<file path="config.mk">
export PLATFORM = sky130hd
export DESIGN_NAME = decode_sequencer
export DESIGN_NICKNAME = d
export VERILOG_FILES = /design/src/rtl/decode_sequencer.sv
export SDC_FILE = /design/constraint.sdc
export NUM_CORES = 1
export LEC_CHECK = 0
export ABC_AREA = 1
export CORE_ASPECT_RATIO = 0.7
export CORE_UTILIZATION = 61
export DETAILED_ROUTE_END_ITERATION = 7
export DONT_BUFFER_PORTS = 1
export MAX_ROUTING_LAYER = met4
export PLACE_DENSITY = 0.87
export SLEW_MARGIN = 10
export SYNTH_ARGS = -nofsm -noshare
export SYNTH_HDL_FRONTEND = slang
export SYNTH_SLANG_ARGS = --single-unit
</file>
<file path="constraint.sdc">
create_clock -name clk -period 1.9 [get_ports clk]
set_input_delay 0.38 -clock clk [delete_from_list [all_inputs] [get_ports clk]]
set_output_delay 0.38 -clock clk [all_outputs]
set_load 0.005 [all_outputs]
</file>
<file path="src/rtl/decode_sequencer.sv">
// decode_sequencer: fetch/execute sequencer that tracks the microcode
// phase and handles interrupt entry, HALT, WAIT and phase overrun.
module decode_sequencer #(
  parameter int INSN_W = 16,
  parameter int PHASE_W = 3,
  parameter int KIND_W = 7,
  parameter logic [INSN_W-1:0] INT_OPCODE = 16'h8000
) (
  input  logic                      clk,
  input  logic                      rst,
  input  logic [INSN_W-1:0]         instr_in,
  input  logic                      instr_valid,
  output logic                      instr_ready,
  input  logic [KIND_W-1:0]         dec_kind,
  input  logic                      dec_halt,
  input  logic                      dec_wait,
  input  logic                      dec_ei,
  input  logic                      dec_di,
  input  logic                      dec_rti,
  input  logic                      uc_last,
  input  logic                      irq,
  output logic [INSN_W-1:0]         ir,
  output logic [PHASE_W-1:0]        phase,
  output logic                      fetch,
  output logic                      exc_triggered,
  output logic [PHASE_W+KIND_W-1:0] ucode_addr,
  output logic                      ie,
  output logic                      halted,
  output logic                      waiting,
  output logic                      uc_overrun
);

  typedef enum logic [1:0] {
    ST_FETCH,
    ST_EXEC,
    ST_HALT,
    ST_WAIT
  } state_t;

  state_t state;

  logic is_exec;
  logic ovf;
  logic fin;
  logic ie_next;
  logic halt_ok;
  logic wait_ok;
  logic enter_irq;

  assign is_exec = (state == ST_EXEC);
  assign ovf     = is_exec && (phase == '1) && !uc_last;
  assign fin     = is_exec && (uc_last || ovf);
  assign halt_ok = !exc_triggered && dec_halt;
  assign wait_ok = !exc_triggered && dec_wait;

  assign fetch   = (state == ST_FETCH);
  assign halted  = (state == ST_HALT);
  assign waiting = (state == ST_WAIT);

  assign instr_ready = !rst && fetch && !(irq && ie);
  assign ucode_addr  = {phase, dec_kind};

  // interrupt-enable value taking effect at instruction end
  always_comb begin
    ie_next = ie;
    if (exc_triggered) begin
      if (dec_rti) ie_next = 1'b1;
    end else if (dec_di) begin
      ie_next = 1'b0;
    end else if (dec_ei || dec_rti) begin
      ie_next = 1'b1;
    end
  end

  // any path that jumps straight into the interrupt instruction
  always_comb begin
    enter_irq = 1'b0;
    if (fetch && irq && ie) enter_irq = 1'b1;
    if (waiting && irq && ie) enter_irq = 1'b1;
    if (fin && !halt_ok && !wait_ok && irq && ie_next)
      enter_irq = 1'b1;
  end

  // sequencer state, instruction register and phase counter
  always_ff @(posedge clk) begin
    if (rst) begin
      state         <= ST_FETCH;
      ir            <= '0;
      phase         <= '0;
      ie            <= 1'b0;
      exc_triggered <= 1'b0;
      uc_overrun    <= 1'b0;
    end else begin
      if (ovf) uc_overrun <= 1'b1;
      if (enter_irq) begin
        ir            <= INT_OPCODE;
        phase         <= '0;
        exc_triggered <= 1'b1;
        ie            <= 1'b0;
        state         <= ST_EXEC;
      end else begin
        unique case (state)
          ST_FETCH: begin
            if (instr_valid) begin
              ir            <= instr_in;
              phase         <= '0;
              exc_triggered <= 1'b0;
              state         <= ST_EXEC;
            end
          end
          ST_EXEC: begin
            if (!fin) begin
              phase <= phase + PHASE_W'(1);
            end else begin
              phase         <= '0;
              ie            <= ie_next;
              exc_triggered <= 1'b0;
              if (halt_ok)      state <= ST_HALT;
              else if (wait_ok) state <= ST_WAIT;
              else              state <= ST_FETCH;
            end
          end
          ST_HALT: begin
            state <= ST_HALT;
          end
          ST_WAIT: begin
            if (irq) state <= ST_FETCH;
          end
          default: state <= ST_FETCH;
        endcase
      end
    end
  end

endmodule
</file>
==> results by group <==
Clocking
  – Root buf cell: clkbuf_4
  – H-tree depth: 1
  – Hold Buf Count CTS: 0
  – Clock sinks: 24
  – Clock tree buffer depth: 2
  – Clk slew on worst S/H paths: 0.13 ns
  – CTS tree: yes
  – Cts bufs inserted: 3
  – Post-CTS Resized: 0
  – Skew-Pair Late Insertion Delay: 0.31 ns
  – # Post-CTS Setup Buffers: 0

Place
  – Port bufs: 0
  – GPL Wtd Cong: 0.944
  – Post-Place Cell Area: 0.00119 mm^2
  – Placed insts: 196
  – Post-Place Setup Slack: 0.193 ns
  – Dpl hpwl: 1.77 mm

Worst hold path
  – Hold Startpoint: rst
  – Hold-critical path depth: 1
  – HP Class: in -> reg
  – WHS Endpoint: state[0]

Timing
  – Measured slew at the worst slew-check pin: 0.405 ns
  – Worst setup margin: 0.162 ns
  – Final Cycle Share: 0.915
  – Setup TNS Final: 0 ns
  – Final hold violations: 0
  – Hold_ws: 0.115 ns
  – Max transition margin: 0.729
  – Unrepaired setup endpoints after global routing: no
  – # setup viols final: 0
  – Max-slew violation count: 0
  – FMAX: 0.575 GHz
  – Min Clock Period, post-route: 1.74 ns
  – Clk_skew: 0.00482 ns

Worst setup path
  – Crit Path Max Fanout: 20
  – Worst reg2reg setup slack: 0.16 ns
  – Worst path max stage delay: 0.45 ns
  – CP Launch Type: register
  – Critical path class: reg -> reg
  – Critical R2R Capture: ir[6]
  – Crit end category: register
  – WP buf/inv: 1
  – CP Data Required Time: 2.10 ns
  – Data arrival, critical path: 1.94 ns
  – CP Cell Sequence: ha_1 -> ha_1 -> inv_1 -> a21oi_4 -> nand3_2 -> nand3_2 -> nor2_1
  – Top delay family on crit path: simple AND/OR/NAND/NOR gates
  – Worst r2r src: phase[0]
  – FF-to-FF path depth: 7
  – Slowest cell on crit path: dfxtp_1

Logic synthesis
  – Largest area contributor in the netlist: dfxtp_1
  – Synth unique cells: 24
  – Main flop type after synthesis: dfxtp_1
  – Most common cell in the netlist: nand2_1
  – Fraction of registers with async set/reset: 0
  – Gate Count Post-Synth: 190
  – Synth Register Bits: 24
  – Synth area leaders: dfxtp_1 37%, nand2_1 12%, inv_1 10%, nand3_1 9.3%, buf_4 7.0%
  – Synth warnings: 0
  – Share of the synthesized area in the top cell type: 0.374
  – Sequential share of the synthesized area: 0.374
  – Post-Syn Area: 0.00129 mm^2
  – Mapped Nets: 225
  – Avg Cell Area, Syn: 6.77 um^2
  – Post-synth EDFFs: 0
  – Synth top cells by count: 42 x nand2_1, 35 x inv_1, 24 x dfxtp_1, 24 x nand3_1, 23 x nor2_1

GRT
  – GRT overflow: 0
  – First-pass GRT wire length: 3.69 mm
  – Vias in the first global route: 849
  – Total GRT Usage: 0.224
  – Largest net degree at the start of global routing: 23
  – Initial antenna violation count: 0

Pwr
  – Worst vdd ir: 569 uV
  – Power, Total: 1.01 mW
  – Leak: 0.631 nW
  – Power density cells: 819 mW/mm^2

Routing
  – Routed WL per cell: 12.2 um
  – DRT Wirelength: 2.45 mm
  – Met3 WL: 224 um
  – DR DRC count: 10
  – Post-route ant nets: 0
  – Starting DRT DRC Count: 55
  – Drt first pass iters: 6
  – Post-DR vias/cell: 5.19
  – DR vias: 1037
  – Met2 WL post-DR: 1.08 mm
  – Top Metal Used: met4
  – M1 WL: 1.12 mm

Floorplan
  – Core footprint: 0.00192 mm^2
  – Initial Util: 0.670
  – I/O pin count: 69
  – Rows: 13
  – Die Wd: 56.9 um
  – Die height: 40.4 um
  – Die ar.: 0.00230 mm^2

Layout
  – Cell area after layout: 0.00123 mm^2
  – Layout cells sized above 1: 0.0843
  – Final Util: 0.641
  – Post-route insts no fill: 200
  – Layout area overhead: -4.28%
  – Antenna diode count: 0
  – Nets: 214

Run
  – MaxCap Viol Count: 0

Status
  – Status: finished with violations
  – Failing checks: design-rule violations
-- cell usage in the layout (no fill, tap or decap) --
master | synthesis | final
inv_2 | 1 | 1
nor4_1 | 1 | 1
nand4_1 | 1 | 1
nand2_2 | 1 | 1
inv_1 | 35 | 35
nor2_4 | 1 | 1
a21oi_4 | 1 | 1
nand3_1 | 24 | 24
nor2_1 | 23 | 23
o21ai_1 | 1 | 1
nor2_2 | 3 | 3
dfxtp_1 | 24 | 24
clkbuf_8 | 0 | 1
a31oi_1 | 1 | 1
ha_1 | 2 | 2
nand2_1 | 42 | 42
clkbuf_4 | 0 | 3
a21oi_1 | 3 | 3
buf_4 | 12 | 1
o21ai_0 | 5 | 5
a21boi_0 | 1 | 1
nand3_2 | 2 | 2
nand2_4 | 1 | 1
-- worst max-delay path by stage --
stage / to / start / depth (start not counted)
after floorplan: register / phase[0] / 8
after global placement: ie / phase[0] / 7
after detailed placement: ie / phase[0] / 7
after CTS: ir[6] / phase[0] / 7
after global routing: ie / phase[0] / 7
final: ir[6] / phase[0] / 7
-- metal layers --
layer	GRT usage	vias to the layer above
met2	0.368	33
met4	0.0854	0
met1	0.263	455
met5	-	-
li1	-	543
met3	0.0742	6
-- power breakdown --
group	internal [mW]	switching [mW]
combinational	0.0617	0.111
sequential	0.536	0.0310
clock	0.117	0.152
total	0.715	0.294
-- registers in the layout, summed over array words and instances (netlist names), named ones only --
name	cells
uc_overrun	1
exc_triggered	1
state	1
phase	3
ir	16
ie	1
-- cell families (layout without fill, tap and decap cells) --
group,count (synthesis),count (layout),synth area share
adder cells (fa/ha/maj),2,2,0.0195
AO/OA/AOI/OAI,12,12,0.0584
buffers and inverters,53,41,0.203
flip-flops,24,24,0.374
AND/OR/NAND/NOR,99,99,0.345
-- worst register-to-register path: stages, from the launching register on --
cell and delay, ns:
dfxtp_1 0.45, ha_1 0.18, ha_1 0.20, inv_1 0.10
a21oi_4 0.16, nand3_2 0.13, nand3_2 0.33, nor2_1 0.08
-- final cells by class --
class / count / area, um^2
clock buffer: 4 / 36.3
inverter: 36 / 135
tap: 22 / 27.5
fill: 173 / 688
sequential: 24 / 480
timing repair buffer: 1 / 7.51
multi-input combinational: 113 / 544
(Power assumes the default switching activity.)
